--- config.mk ---
export PLATFORM = sky130hd
export DESIGN_NAME = fare_accum_ctrl
export DESIGN_NICKNAME = d
export VERILOG_FILES = /design/src/rtl/fare_accum_ctrl.sv
export SDC_FILE = /design/constraint.sdc
export NUM_CORES = 1
export LEC_CHECK = 0
export ABC_AREA = 0
export CAP_MARGIN = 20
export CORE_MARGIN = 3
export CORE_UTILIZATION = 47
export CTS_BUF_LIST = sky130_fd_sc_hd__clkbuf_4
export CTS_CLUSTER_SIZE = 8
export DETAILED_ROUTE_END_ITERATION = 6
export GPL_TIMING_DRIVEN = 0
export PLACE_DENSITY_LB_ADDON = 0.05
export SLEW_MARGIN = 25
export SYNTH_ARGS = -nofsm -noshare
export SYNTH_HDL_FRONTEND = slang
export SYNTH_SLANG_ARGS = --single-unit
--- constraint.sdc ---
create_clock -name clk -period 3.01 [get_ports clk]
set_clock_uncertainty 0.15 [all_clocks]
set_input_delay 0.4515 -clock clk [delete_from_list [all_inputs] [get_ports clk]]
set_output_delay 0.4515 -clock clk [all_outputs]
set_load 0.02 [all_outputs]
--- src/rtl/fare_accum_ctrl.sv ---
// fare_accum_ctrl: taxi fare sequencer sharing one BCD adder between distance and waiting ticks; NIGHT_SURCHARGE_EN adds a night double-add
module fare_accum_ctrl #(
  parameter logic [15:0] BASE_FARE  = 16'h0800,
  parameter logic [7:0]  BASE_UNITS = 8'd30,
  parameter logic [15:0] DIST_RATE  = 16'h0020,
  parameter logic [15:0] WAIT_RATE  = 16'h0010
) (
  input  logic        clk,
  input  logic        rst,
  input  logic        start,
  input  logic        stop,
  input  logic        dist_tick,
  input  logic        wait_tick,
`ifdef NIGHT_SURCHARGE_EN
  input  logic        night,
`endif
  output logic [15:0] add_a,
  output logic [15:0] add_b,
  output logic        add_cin,
  input  logic [15:0] add_sum,
  input  logic        add_cout,
  output logic [15:0] fare,
  output logic        busy,
  output logic        ovf,
  output logic        done
);
`ifdef NIGHT_SURCHARGE_EN
  typedef enum logic [1:0] {IDLE, RUN, DRAIN, NIGHT2} state_t;
  logic [15:0] rate_q;
  logic        ret_drain;
`else
  typedef enum logic [1:0] {IDLE, RUN, DRAIN} state_t;
`endif
  state_t      state, next_state;
  logic [7:0]  free_cnt;
  logic [3:0]  dist_pend, wait_pend;
  logic        grant, grant_dist, grant_wait, accept, dist_inc, wait_inc;

  // state register
  always_ff @(posedge clk or posedge rst)
    if (rst) state <= IDLE;
    else state <= next_state;

  // next-state logic
  always_comb begin
    next_state = state;
    case (state)
      IDLE:  next_state = start ? RUN : IDLE;
`ifdef NIGHT_SURCHARGE_EN
      RUN:    next_state = (grant && night && !add_cout) ? NIGHT2 : stop ? DRAIN : RUN;
      DRAIN:  next_state = (grant && night && !add_cout) ? NIGHT2 : grant ? DRAIN : IDLE;
      NIGHT2: next_state = (ret_drain || stop) ? DRAIN : RUN;
`else
      RUN:   next_state = stop ? DRAIN : RUN;
      DRAIN: next_state = grant ? DRAIN : IDLE;
`endif
      default: next_state = IDLE;
    endcase
  end

  // adder arbitration, tick acceptance and status outputs
  always_comb begin
    grant_dist = (state == RUN || state == DRAIN) && !ovf && dist_pend != 4'd0;
    grant_wait = (state == RUN || state == DRAIN) && !ovf && dist_pend == 4'd0 && wait_pend != 4'd0;
`ifdef NIGHT_SURCHARGE_EN
    grant  = grant_dist || grant_wait || state == NIGHT2;
    add_b  = state == NIGHT2 ? rate_q : grant_dist ? DIST_RATE : grant_wait ? WAIT_RATE : 16'h0000;
    accept = !ovf && (state == RUN || (state == NIGHT2 && !ret_drain));
`else
    grant  = grant_dist || grant_wait;
    add_b  = grant_dist ? DIST_RATE : grant_wait ? WAIT_RATE : 16'h0000;
    accept = !ovf && state == RUN;
`endif
    dist_inc = accept && dist_tick && free_cnt >= BASE_UNITS && (dist_pend != 4'hf || grant_dist);
    wait_inc = accept && wait_tick && (wait_pend != 4'hf || grant_wait);
    busy     = state != IDLE;
    add_a    = fare;
    add_cin  = 1'b0;
  end

  // fare, overflow, pending counters and done pulse
  always_ff @(posedge clk or posedge rst)
    if (rst) begin
      fare      <= 16'h0000;
      ovf       <= 1'b0;
      done      <= 1'b0;
      free_cnt  <= 8'd0;
      dist_pend <= 4'd0;
      wait_pend <= 4'd0;
`ifdef NIGHT_SURCHARGE_EN
      rate_q    <= 16'h0000;
      ret_drain <= 1'b0;
`endif
    end else begin
      done <= state == DRAIN && next_state == IDLE;
      if (state == IDLE && start) begin
        fare      <= BASE_FARE;
        ovf       <= 1'b0;
        free_cnt  <= 8'd0;
        dist_pend <= 4'd0;
        wait_pend <= 4'd0;
      end else if (grant && add_cout) begin
        fare      <= 16'h9999;
        ovf       <= 1'b1;
        dist_pend <= 4'd0;
        wait_pend <= 4'd0;
      end else begin
        if (grant) fare <= add_sum;
        if (accept && dist_tick && free_cnt < BASE_UNITS) free_cnt <= free_cnt + 8'd1;
        dist_pend <= dist_pend + {3'b000, dist_inc} - {3'b000, grant_dist};
        wait_pend <= wait_pend + {3'b000, wait_inc} - {3'b000, grant_wait};
      end
`ifdef NIGHT_SURCHARGE_EN
      if (state != NIGHT2) begin
        rate_q    <= add_b;
        ret_drain <= state == DRAIN || stop;
      end
`endif
    end
endmodule
==> summary.md <==
| Metric | Value |
|---|---|
| H-tree levels | 2 |
| DRT iter0 DRCs | 48 |
| Layout cells sized above 1 | 0.174 |
| Worst Path Class, Setup | register to primary output |
| Final ANT Viol Nets | 0 |
| Cell Pwr Density | 1100 nW/um^2 |
| Top_reg_cell synth | dfrtp_1 |
| Final worst setup slack | 0.165 ns |
| IO Port Bufs | 58 |
| Die Height | 74.8 um |
| # rows | 24 |
| R2r worst-path depth | 12 |
| FILL cells | 378 |
| Detail Placement HPWL | 3.68 mm |
| Routed WL | 4.79 mm |
| Synth cell types | 39 |
| Status | finished clean |
| Measured slew at the worst slew-check pin | 0.763 ns |
| First-pass GRT wire length | 7.86 mm |
| Clock root buffer | clkbuf_4 |
| Reg-to-Reg Start | state[0] |
| Initial core utilization | 0.497 |
| I/O Pins | 75 |
| Crit path DAT | 2.24 ns |
| Crit. Startpoint | state[0] |
| FFs w/ async S/R, synth | 1.00 |
| Worst hold path type | input pin to register |
| Most common cell after layout, fill and taps aside | clkdlybuf4s50_1 |
| Peak supply drop | 0.000534 V |
| Total CTS buffers | 5 |
| Dpl cells | 359 |
| Setup TNS | 0 ns |
| Yosys warns | 0 |
| Register bit total from synthesis | 36 |
| Via Count | 1811 |
| Post-synth EDFFs | 0 |
| Final period demand of the worst path | 2.85 ns |
| Clock Tree Buf Depth | 2 |
| Antenna violations before repair | 0 |
| Pin count of the biggest net entering global routing | 37 |
| Startpoint class of the critical path | register |
| Hold Crit Depth | 3 |
| Max_slew headroom | 0.491 |
| Maximum clock rate | 351 MHz |
| Post-Syn Area | 2220 um^2 |
| Post-synthesis sequential area ratio | 0.405 |
| Final setup violation count | 0 |
| Worst setup EP type | primary output |
| DR vias/cell | 4.92 |
| GRT Total Usage | 0.185 |
| Layout area overhead | 34.3% |
| Final Cell Area | 2980 um^2 |
| Clock sink total | 36 |
| Vias in the first global route | 1708 |
| Period utilisation layout | 0.945 |
| Pre-antenna DRT Iters | 4 |
| LEAKAGE | 1.42 nW |
| Final Hold Viols | 0 |
| WL/cell | 13.0 um |
| Slew Limit Fails | 0 |
| Core area | 4470 um^2 |
| TritonCTS clock tree | done |
| Cell count after synthesis | 235 |
| Die area | 5590 um^2 |
| RSZ-0062 raised after global routing | no |
| Max cap viols | 0 |
| CP max FO | 7 |
| Total gr overflow | 0 |
| Die width | 74.8 um |
| Worst skew pair latency | 0.33 ns |
| Placed cell areas | 2920 um^2 |
| Fin cells | 368 |
| Number of inserted diodes | 0 |
| Routability Congestion | 0.809 |
| Clock Pin Slew Worst Setup and Hold Paths | 0.11 ns |
| Mean Syn Cell Area | 9.46 um^2 |
| Residual DRC count | 0 |
| Most frequent cells in the layout | 58 x clkdlybuf4s50_1, 36 x dfrtp_1, 33 x buf_4 |
| Worst hold start | add_cout |
| Hold buffers post-CTS | 0 |
| Final Net Count | 357 |
| Place WS | 0.157 ns |
| Required @ worst endpoint | 2.41 ns |
[area by class of cell]
class / count / area [um^2] / share of cell area
Clock buffer: 5 / 37.5 / 0.0126
Multi-Input combinational cell: 156 / 1030 / 0.345
Timing Repair Buffer: 59 / 588 / 0.197
Clock inverter: 3 / 13.8 / 0.00461
Inverter: 15 / 56.3 / 0.0189
Sequential cell: 36 / 901 / 0.302
Buffer: 42 / 293 / 0.0981
Tap cell: 52 / 65.1 / 0.0218
[metal layers]
| layer | up-vias | part of all wire | GRT usage |
|---|---|---|---|
| met5 | - | 0 | 0 |
| met4 | 0 | 0.011 | 0.0632 |
| met3 | 4 | 0.043 | 0.0401 |
| met2 | 43 | 0.50 | 0.306 |
| met1 | 854 | 0.45 | 0.239 |
| li1 | 910 | - | - |
[flip-flops by register name, indices dropped and copies added (netlist names)]
register   flops
free_cnt       8
dist_pend      4
done           1
state          2
add_a         16
wait_pend      4
ovf            1
[critical path: stages (launching register included)]
cell and delay, ns:
dfrtp_1 0.39, inv_1 0.07, ha_1 0.34, nand2b_4 0.05, buf_2 0.17, nor2_1 0.18
buf_4 0.14, clkdlybuf4s50_1 0.59
[metrics by stage]
step	hold WS (ns)	util	power [mW]
after floorplan	0.305	-	2.27
after global placement	0.326	0.653	3.00
after detailed placement	0.333	0.653	3.04
after CTS	0.306	0.664	3.30
after global routing	0.320	0.667	3.58
final	0.318	0.667	3.27
[repair_timing]
item,CTS,global route
gates resized for setup,0,1
setup buffers,0,1
endpoints found under the setup margin,0,3
[Yosys cell counts (2+ instances only)]
| master | instances | area [um^2] |
|---|---|---|
| a21o_1 | 3 | 22.5 |
| a21oi_1 | 17 | 85.1 |
| and2_1 | 2 | 12.5 |
| and3_1 | 8 | 50.1 |
| buf_2 | 4 | 20.0 |
| buf_4 | 32 | 240 |
| clkbuf_1 | 5 | 18.8 |
| dfrtp_1 | 36 | 901 |
| fa_1 | 2 | 40.0 |
| ha_1 | 17 | 213 |
| inv_1 | 15 | 56.3 |
| nand2_1 | 14 | 52.6 |
| nand2b_1 | 2 | 12.5 |
| nand3_1 | 11 | 55.1 |
| nand4_1 | 4 | 25.0 |
| nor2_1 | 16 | 60.1 |
| nor3_1 | 17 | 85.1 |
| nor3b_1 | 2 | 15.0 |
| nor3b_4 | 2 | 37.5 |
| o2111ai_1 | 2 | 17.5 |
| o21ai_0 | 2 | 10.0 |
| or4_1 | 2 | 15.0 |
| xnor2_1 | 4 | 35.0 |
[where the power goes]
group	internal, mW	switching, mW
sequential	0.679	0.159
clock	0.0858	0.156
combinational	1.07	1.13
[logic make-up after synthesis]
kind of cell,after synthesis,synth area share
and+or+nand+nor,84,0.207
buffers and inverters,57,0.157
DFF,36,0.405
AOI/OAI and AO/OA,34,0.0997
adders and majority gates,19,0.114
xor gates and xnor gates,4,0.0158
other,1,0.00169
[path summary, 6_finish.rpt]
check | endpoint | slack (ns)
worst max register to register | wait_pend[2] | 0.24
max in group asynchronous | free_cnt[7] | 1.81
worst min register to register | free_cnt[7] | 0.35
min in group asynchronous | add_a[9] | 0.41
worst max-delay path | add_b[5] | 0.16
worst min-delay path | add_a[15] | 0.32
No activity file was read; power rests on OpenSTA's default activity.
